===== src/rtl/uart_fifo_if.sv =====
// Write/read handshake bundle between the 8051 bus side and the UART FIFO.
// UART_FIFO_LEVEL_EN adds the data_avail/room_avail level outputs.
interface uart_fifo_if #(
  parameter int unsigned FIFO_WIDTH = 8,
  parameter int unsigned ADDR_WIDTH = 4
);

  logic                  w_pt_reset;
  logic                  w_en;
  logic [FIFO_WIDTH-1:0] w_data;
  logic                  r_pt_reset;
  logic                  r_en;
  logic [FIFO_WIDTH-1:0] r_data;
  logic                  is_empty;
  logic                  is_full;

`ifdef UART_FIFO_LEVEL_EN
  logic [ADDR_WIDTH:0]   data_avail;
  logic [ADDR_WIDTH:0]   room_avail;

  modport master (
    output w_pt_reset, w_en, w_data, r_pt_reset, r_en,
    input  r_data, is_empty, is_full, data_avail, room_avail
  );

  modport slave (
    input  w_pt_reset, w_en, w_data, r_pt_reset, r_en,
    output r_data, is_empty, is_full, data_avail, room_avail
  );
`else
  modport master (
    output w_pt_reset, w_en, w_data, r_pt_reset, r_en,
    input  r_data, is_empty, is_full
  );

  modport slave (
    input  w_pt_reset, w_en, w_data, r_pt_reset, r_en,
    output r_data, is_empty, is_full
  );
`endif

endinterface


===== src/rtl/uart_fifo.sv =====
// Single-clock byte FIFO between the 8051 core bus and the UART shifter.
// Define UART_FIFO_LEVEL_EN to drive the data_avail/room_avail level outputs.
module uart_fifo #(
  parameter int unsigned FIFO_WIDTH = 8,
  parameter int unsigned FIFO_DEPTH = 16,
  parameter int unsigned ADDR_WIDTH = 4
) (
  input  logic          clk,
  input  logic          rst_n,
  uart_fifo_if.slave    bus
);

  localparam int unsigned PtrW = ADDR_WIDTH + 1;

  logic [PtrW-1:0]       wr_ptr_q, wr_ptr_d;
  logic [PtrW-1:0]       rd_ptr_q, rd_ptr_d;
  logic [FIFO_WIDTH-1:0] r_data_q, r_data_d;
  logic [FIFO_WIDTH-1:0] mem_q [FIFO_DEPTH];

  logic empty, full;
  logic wr_accept, rd_accept;

  // Extra MSB distinguishes full from empty when the index bits match.
  assign empty = (wr_ptr_q == rd_ptr_q);
  assign full  = (wr_ptr_q[ADDR_WIDTH] != rd_ptr_q[ADDR_WIDTH]) &&
                 (wr_ptr_q[ADDR_WIDTH-1:0] == rd_ptr_q[ADDR_WIDTH-1:0]);

  // Pointer clears win over the enables, so no write or read sneaks through.
  assign wr_accept = bus.w_pt_reset && bus.w_en && !full;
  assign rd_accept = bus.r_pt_reset && bus.r_en && !empty;

  always_comb begin
    wr_ptr_d = wr_ptr_q;
    if (!bus.w_pt_reset) begin
      wr_ptr_d = '0;
    end else if (wr_accept) begin
      wr_ptr_d = wr_ptr_q + PtrW'(1);
    end
  end

  always_comb begin
    rd_ptr_d = rd_ptr_q;
    r_data_d = r_data_q;
    if (!bus.r_pt_reset) begin
      rd_ptr_d = '0;
    end else if (rd_accept) begin
      rd_ptr_d = rd_ptr_q + PtrW'(1);
      r_data_d = mem_q[rd_ptr_q[ADDR_WIDTH-1:0]];
    end
  end

  always_ff @(posedge clk or negedge rst_n) begin
    if (!rst_n) begin
      wr_ptr_q <= '0;
      rd_ptr_q <= '0;
      r_data_q <= '0;
    end else begin
      wr_ptr_q <= wr_ptr_d;
      rd_ptr_q <= rd_ptr_d;
      r_data_q <= r_data_d;
    end
  end

  // Storage is deliberately left unreset.
  always_ff @(posedge clk) begin
    if (wr_accept) begin
      mem_q[wr_ptr_q[ADDR_WIDTH-1:0]] <= bus.w_data;
    end
  end

  assign bus.r_data   = r_data_q;
  assign bus.is_empty = empty;
  assign bus.is_full  = full;

`ifdef UART_FIFO_LEVEL_EN
  logic [PtrW-1:0] level;

  // Natural PtrW-bit wrap gives the difference modulo 2*FIFO_DEPTH.
  assign level          = wr_ptr_q - rd_ptr_q;
  assign bus.data_avail = level;
  assign bus.room_avail = PtrW'(FIFO_DEPTH) - level;
`endif

endmodule


===== src/flat_wrapper.sv =====
// flat-port wrapper written by rule: the top's interface ports become plain ports
module uart_fifo_flat 
#(
  parameter int unsigned FIFO_WIDTH = 8,
  parameter int unsigned FIFO_DEPTH = 16,
  parameter int unsigned ADDR_WIDTH = 4
)
  (clk, rst_n, bus_w_pt_reset, bus_w_en, bus_w_data, bus_r_pt_reset, bus_r_en, bus_r_data, bus_is_empty, bus_is_full);
  uart_fifo_if #(.FIFO_WIDTH(FIFO_WIDTH), .ADDR_WIDTH(ADDR_WIDTH)) bus_i ();
  input  logic clk;
  input  logic rst_n;
  input wire logic [$bits(bus_i.w_pt_reset)-1:0] bus_w_pt_reset;
  input wire logic [$bits(bus_i.w_en)-1:0] bus_w_en;
  input wire logic [$bits(bus_i.w_data)-1:0] bus_w_data;
  input wire logic [$bits(bus_i.r_pt_reset)-1:0] bus_r_pt_reset;
  input wire logic [$bits(bus_i.r_en)-1:0] bus_r_en;
  output wire logic [$bits(bus_i.r_data)-1:0] bus_r_data;
  output wire logic [$bits(bus_i.is_empty)-1:0] bus_is_empty;
  output wire logic [$bits(bus_i.is_full)-1:0] bus_is_full;
  assign bus_i.w_pt_reset = bus_w_pt_reset;
  assign bus_i.w_en = bus_w_en;
  assign bus_i.w_data = bus_w_data;
  assign bus_i.r_pt_reset = bus_r_pt_reset;
  assign bus_i.r_en = bus_r_en;
  assign bus_r_data = bus_i.r_data;
  assign bus_is_empty = bus_i.is_empty;
  assign bus_is_full = bus_i.is_full;
  uart_fifo #(.FIFO_WIDTH(FIFO_WIDTH), .FIFO_DEPTH(FIFO_DEPTH), .ADDR_WIDTH(ADDR_WIDTH)) u_core (.clk(clk), .rst_n(rst_n), .bus(bus_i));
endmodule

===== config.mk =====
export PLATFORM = sky130hd
export DESIGN_NAME = uart_fifo_flat
export DESIGN_NICKNAME = d
export VERILOG_FILES = /design/src/rtl/uart_fifo_if.sv /design/src/rtl/uart_fifo.sv /design/src/flat_wrapper.sv
export SDC_FILE = /design/constraint.sdc
export NUM_CORES = 1
export LEC_CHECK = 0
export ABC_AREA = 1
export BUFFER_PORTS_ARGS = -buffer_cell sky130_fd_sc_hd__buf_2
export CAP_MARGIN = 20
export CORE_UTILIZATION = 35
export DETAILED_ROUTE_END_ITERATION = 16
export PLACE_DENSITY = 0.6
export SYNTH_ARGS = -nofsm -noshare
export SYNTH_HDL_FRONTEND = slang
export SYNTH_SLANG_ARGS = --single-unit

===== constraint.sdc =====
create_clock -name clk -period 2.15 [get_ports clk]
set_input_delay 0.1075 -clock clk [delete_from_list [all_inputs] [get_ports clk]]
set_output_delay 0.1075 -clock clk [all_outputs]
set_load 0.01 [all_outputs]

Word-level counts from Yosys, hierarchy flattened
Memories as Yosys holds them, arrays and structs flattened. A register that Yosys moved wholly into a read port is not among the register bits.
Cells that the tools add are included.
{"block": "word_totals", "memories": 1, "regBits": 10, "ramBits": 128, "out_inout_bits": 10, "wordCells": 25}
{"block": "classes", "addsub": 2, "eq_ne": 5, "muxes": 6, "reduce_logical": 9}
{"memory": "u_core.mem_q", "depth": 16, "width": 8, "rd": 1, "rd_ports_with_merged_regs": 1, "wr": 1, "line": "uart_fifo.sv:18", "source": "logic [FIFO_WIDTH-1:0] mem_q [FIFO_DEPTH];"}
{"op": "$mux 5", "count": 4}
{"op": "$add 5x1->5 const B", "count": 2}
{"op": "$eq 5x5->1", "count": 1}
{"op": "$logic_and 1x1->1", "count": 5}
{"op": "$eq 4x4->1", "count": 1}
{"op": "$ne 2x1->1 const B", "count": 2}
{"op": "$logic_not 1->1", "count": 3}
{"op": "$mux 1", "count": 2}
{"op": "$reduce_and 2->1", "count": 1}
{"op": "$ne 1x1->1", "count": 1}

Depth between registers and ports, before layout
{"block": "logic_depth", "ltp_word": 6, "ltp_mapped": 12}

Least setup slack after synthesis
No wires, ideal clock.
{"block": "synth_path", "path_type": "reg-to-reg", "startpoint": "register u_core.rd_ptr_q[1]", "endpoint": "memory u_core.mem_q[11][0], enable pin", "required_ns": 1.767, "arrival_time_ns": 1.656, "synth_period_minus_slack_ns": 2.039, "setup_ns": 0.383, "slack_ns": 0.111, "stages_incl_launch_ff": 8, "path_buffers": 2, "path_cell_list": "dfrtp_1 buf_2 xor2_1 nor2_1 nand3_2 nand2_1 buf_2 nor3_1"}
{"block": "synth_between", "elab_chain_len": 6}
{"element": "start: declaration", "line": "uart_fifo.sv:16", "source": "logic [PtrW-1:0] rd_ptr_q, rd_ptr_d;"}
{"element": "start signal: assignment", "line": "uart_fifo.sv:59", "source": "rd_ptr_q <= rd_ptr_d;"}
{"element": "$eq 4x4->1", "line": "uart_fifo.sv:26", "source": "(wr_ptr_q[ADDR_WIDTH-1:0] == rd_ptr_q[ADDR_WIDTH-1:0]);"}
{"element": "$logic_and 1x1->1", "line": "uart_fifo.sv:25", "source": "assign full = (wr_ptr_q[ADDR_WIDTH] != rd_ptr_q[ADDR_WIDTH]) &&"}
{"element": "$logic_not 1->1", "line": "uart_fifo.sv:29", "source": "assign wr_accept = bus.w_pt_reset && bus.w_en && !full;"}
{"element": "$logic_and 1x1->1", "line": "uart_fifo.sv:29"}
{"element": "$mux 1", "line": "uart_fifo.sv:66", "source": "if (wr_accept) begin"}
{"element": "$mux 1 (not written as such)", "line": "uart_fifo.sv:67", "source": "mem_q[wr_ptr_q[ADDR_WIDTH-1:0]] <= bus.w_data;"}
{"element": "end: declaration", "line": "uart_fifo.sv:18"}
No other way between the ends.

Final worst setup path
{"block": "layout_path", "startpoint": "register u_core.wr_ptr_q[1]", "endpoint": "register u_core.rd_ptr_q[3]"}
{"block": "layout_between", "elab_chain_len": 4}
{"element": "start: declaration", "line": "uart_fifo.sv:15", "source": "logic [PtrW-1:0] wr_ptr_q, wr_ptr_d;"}
{"element": "start signal: assignment", "line": "uart_fifo.sv:58", "source": "wr_ptr_q <= wr_ptr_d;"}
{"element": "$eq 5x5->1", "line": "uart_fifo.sv:24", "source": "assign empty = (wr_ptr_q == rd_ptr_q);"}
{"element": "$logic_not 1->1", "line": "uart_fifo.sv:30", "source": "assign rd_accept = bus.r_pt_reset && bus.r_en && !empty;"}
{"element": "$logic_and 1x1->1", "line": "uart_fifo.sv:30"}
{"element": "$ne 2x1->1 (no line)"}
No other way between the ends.
A chain may end at the register's enable or synchronous reset.

==> results.cfg <==
[run_status]
outcome = finished, final reports clean

[setup_path]
rr_startpoint = u_core.wr_ptr_q[1]
startpoint_type = flip-flop
r2r_cells = 7
crit_type = reg -> reg
end_kind = flip-flop
reg2reg_slack_ps = 240
cp_max_fo = 8
r2r-end = u_core.rd_ptr_q[3]
crit_arrival_ps = 2270
cp_data_required_time_ps = 2520

[placed_design]
post-place-cells = 953
port_buffers = 23
pre_cts_slack_ps = 66.2
hpwl_mm = 9.68
place_congestion = 0.845

[timing]
slew_violations = 0
max_freq_mhz = 525
setup_viol = 0
tns_ps = 0
rsz0062_at_grt = no
worst_pin_slew_ps = 435
skew_ps = 9.51
fin_crit_ps = 1910
worst_slack_ps = 244
fin_crit_sh_pct = 88.7
hold_viol = 0
slew_headroom_pct = 71.0

[die]
dieHeight_um = 140
core_area_mm2 = 0.0187
initial_core_util_pct = 35.6
std_cell_rows = 50
die_width_um = 140
io_pins = 24
die-area_mm2 = 0.0196

[routing]
wl_per_cell_um = 15.4
first_pass_iters = 5
via_per_inst = 4.61
drc = 0
ant_nets = 0
vias = 4569
dr.first_iter.drc_count = 381
wirelength_mm = 15.3

[global_routing]
grt_pass1_vias = 4481
grt_pass1_wl_mm = 24.6
grt_util_all_layers_pct = 17.0
antenna_found_initial = 0
grt_start_max_net_pins = 66
grt_overflow = 0

[cts]
cts_tree = yes
clk_path_buf_depth = 2
cts_root_buf = clkbuf_16
h-tree-depth = 4
path_clk_slew_ps = 60
clk_latency_ps = 430
numCtsBuffers = 17
clock_sinks = 146

[power_and_ir_drop]
irDropWorstVdd_uv = 478
power.density_mw_per_mm2 = 929
p_leak_nw = 3.62
p_switching_w = 0.00184
internal_power_w = 0.00541
pwr-share-seq_pct = 44.9
p_comb_share_pct = 13.5
switching_share_pct = 25.4
p_clk_share_pct = 41.6

[min_path]
min_delay_worst_endpoint = u_core.mem_q[5][3]
min_from = bus_w_data[3]
hold_path_class = in -> reg
holdPathStages = 1

[final_layout]
synthToLayoutAreaGrowth_pct = 17.3
diodes = 0
drive_above_1_share_pct = 11.2
nets = 764
n_fill_cell = 1789
fin_cells = 991
multi_input_area_mm2 = 0.00167
ff_latch_area_mm2 = 0.00430

[yosys]
synth-seq-area-share_pct = 64.5
synthesis.instances = 699
ys_seq_elements = 146
avgSynthCellArea_um2 = 9.53
yosysUniqueCellTypes = 19
synth_fp_nets = 718
yosys_warnings = 0
netlist_area_mm2 = 0.00666

[flow_run]
drv_cap = 0
per-stage QoR:
step	util (%)	hold slack, ps	total power, W	instance area, um2
floorplan	-	-188	0.00392	6660
global placement	38.2	70.7	0.00429	7140
detailed placement	38.2	72.5	0.00430	7140
CTS	41.8	103	0.00732	7810
global route	41.8	102	0.00756	7810
finish	41.8	103	0.00726	7810
worst max path at each step:
stage | endpoint | cells after the start | slack (ps) | from
after floorplan | u_core.mem_q[11][0] | 7 | 110 | u_core.rd_ptr_q[1]
after global placement | u_core.mem_q[9][7] | 6 | 110 | u_core.wr_ptr_q[4]
after detailed placement | u_core.mem_q[6][2] | 6 | 70 | u_core.wr_ptr_q[4]
after CTS | u_core.mem_q[6][4] | 6 | 60 | u_core.wr_ptr_q[4]
after global routing | u_core.rd_ptr_q[3] | 9 | 80 | u_core.rd_ptr_q[0]
final | u_core.rd_ptr_q[3] | 7 | 240 | u_core.wr_ptr_q[1]
sequential cells by signal (all words and copies together), names as in the netlist:
signal / count
u_core.mem_q: 128
u_core.wr_ptr_q: 5
u_core.rd_ptr_q: 5
u_core.bus.r_data: 8
critical path, cell delays in order (launching register included):
cell and delay [ps]:
dfrtp_1 450, xor2_1 190, nor2_1 180, nand3_2 150, nand2_2 180, nand3_1 90
nand2_1 70, dlygate4sd3_1 550
power by group through the flow:
stage | registers [W] | clock network, W | logic (W)
3_5_place_dp | 0.00332 | 0 | 0.000981
4_1_cts | 0.00326 | 0.00306 | 0.000994
3_3_place_gp | 0.00332 | 0 | 0.000970
2_1_floorplan | 0.00332 | 0 | 0.000592
5_1_grt | 0.00327 | 0.00318 | 0.00111
6_report | 0.00326 | 0.00302 | 0.000981
logic make-up (layout without fill, tap and decap cells):
family,Yosys count,in the layout,share of synthesized area (%)
adder cells (fa/ha/maj),5,5,0.939
AND/OR/NAND/NOR,364,364,22.9
flip-flops,146,146,64.5
XOR/XNOR,9,9,1.18
buffers and inverters,175,233,10.5
timing repair:
action	4_1_cts	5_1_grt
endpoints found under the hold margin	24	0
gates resized for setup	0	1
hold buffers	7	0
setup buffers	0	0
setup endpoints to repair	0	122
synth_stat cells, drive strengths merged:
master,n,area (um2)
buf,23,126
xor2,7,61.3
nand2,246,926
edfxtp,128,3840
xnor2,2,17.5
dfrtp,18,450
nor3,15,75.1
inv,145,544
clkbuf,7,26.3
nor2,4,15.0
nand3,94,480
nand4,5,31.3
ha,5,62.6
final cells by class:
type | instances | area share [%]
sequential | 146 | 55.0
multi-input combinational | 378 | 21.4
inverter | 145 | 6.97
clock buffer | 18 | 5.49
timing repair buffer | 57 | 5.28
tap | 234 | 3.75
clock inverter | 13 | 2.15
per-layer routing:
metal / vias up / GRT usage (%) / wire, um
met5: - / 0 / 0
met4: 0 / 7.29 / 327
met3: 23 / 3.83 / 690
met2: 115 / 27.6 / 7480
met1: 2149 / 22.0 / 6800
li1: 2282 / - / -
cell usage in the layout (no fill, tap or decap):
master,count
buf_12,2
buf_2,23
buf_4,25
bufinv_16,4
clkbuf_1,1
clkbuf_16,17
clkinv_1,5
clkinv_2,1
clkinv_4,1
clkinvlp_4,2
dfrtp_1,17
dfrtp_2,1
dlygate4sd3_1,7
edfxtp_1,128
ha_1,5
inv_1,140
inv_2,5
nand2_1,244
nand2_2,2
nand3_1,92
nand3_2,2
nand4_1,5
nor2_1,4
nor3_1,15
xnor2_1,2
xor2_1,7
(Power assumes the default switching activity.)
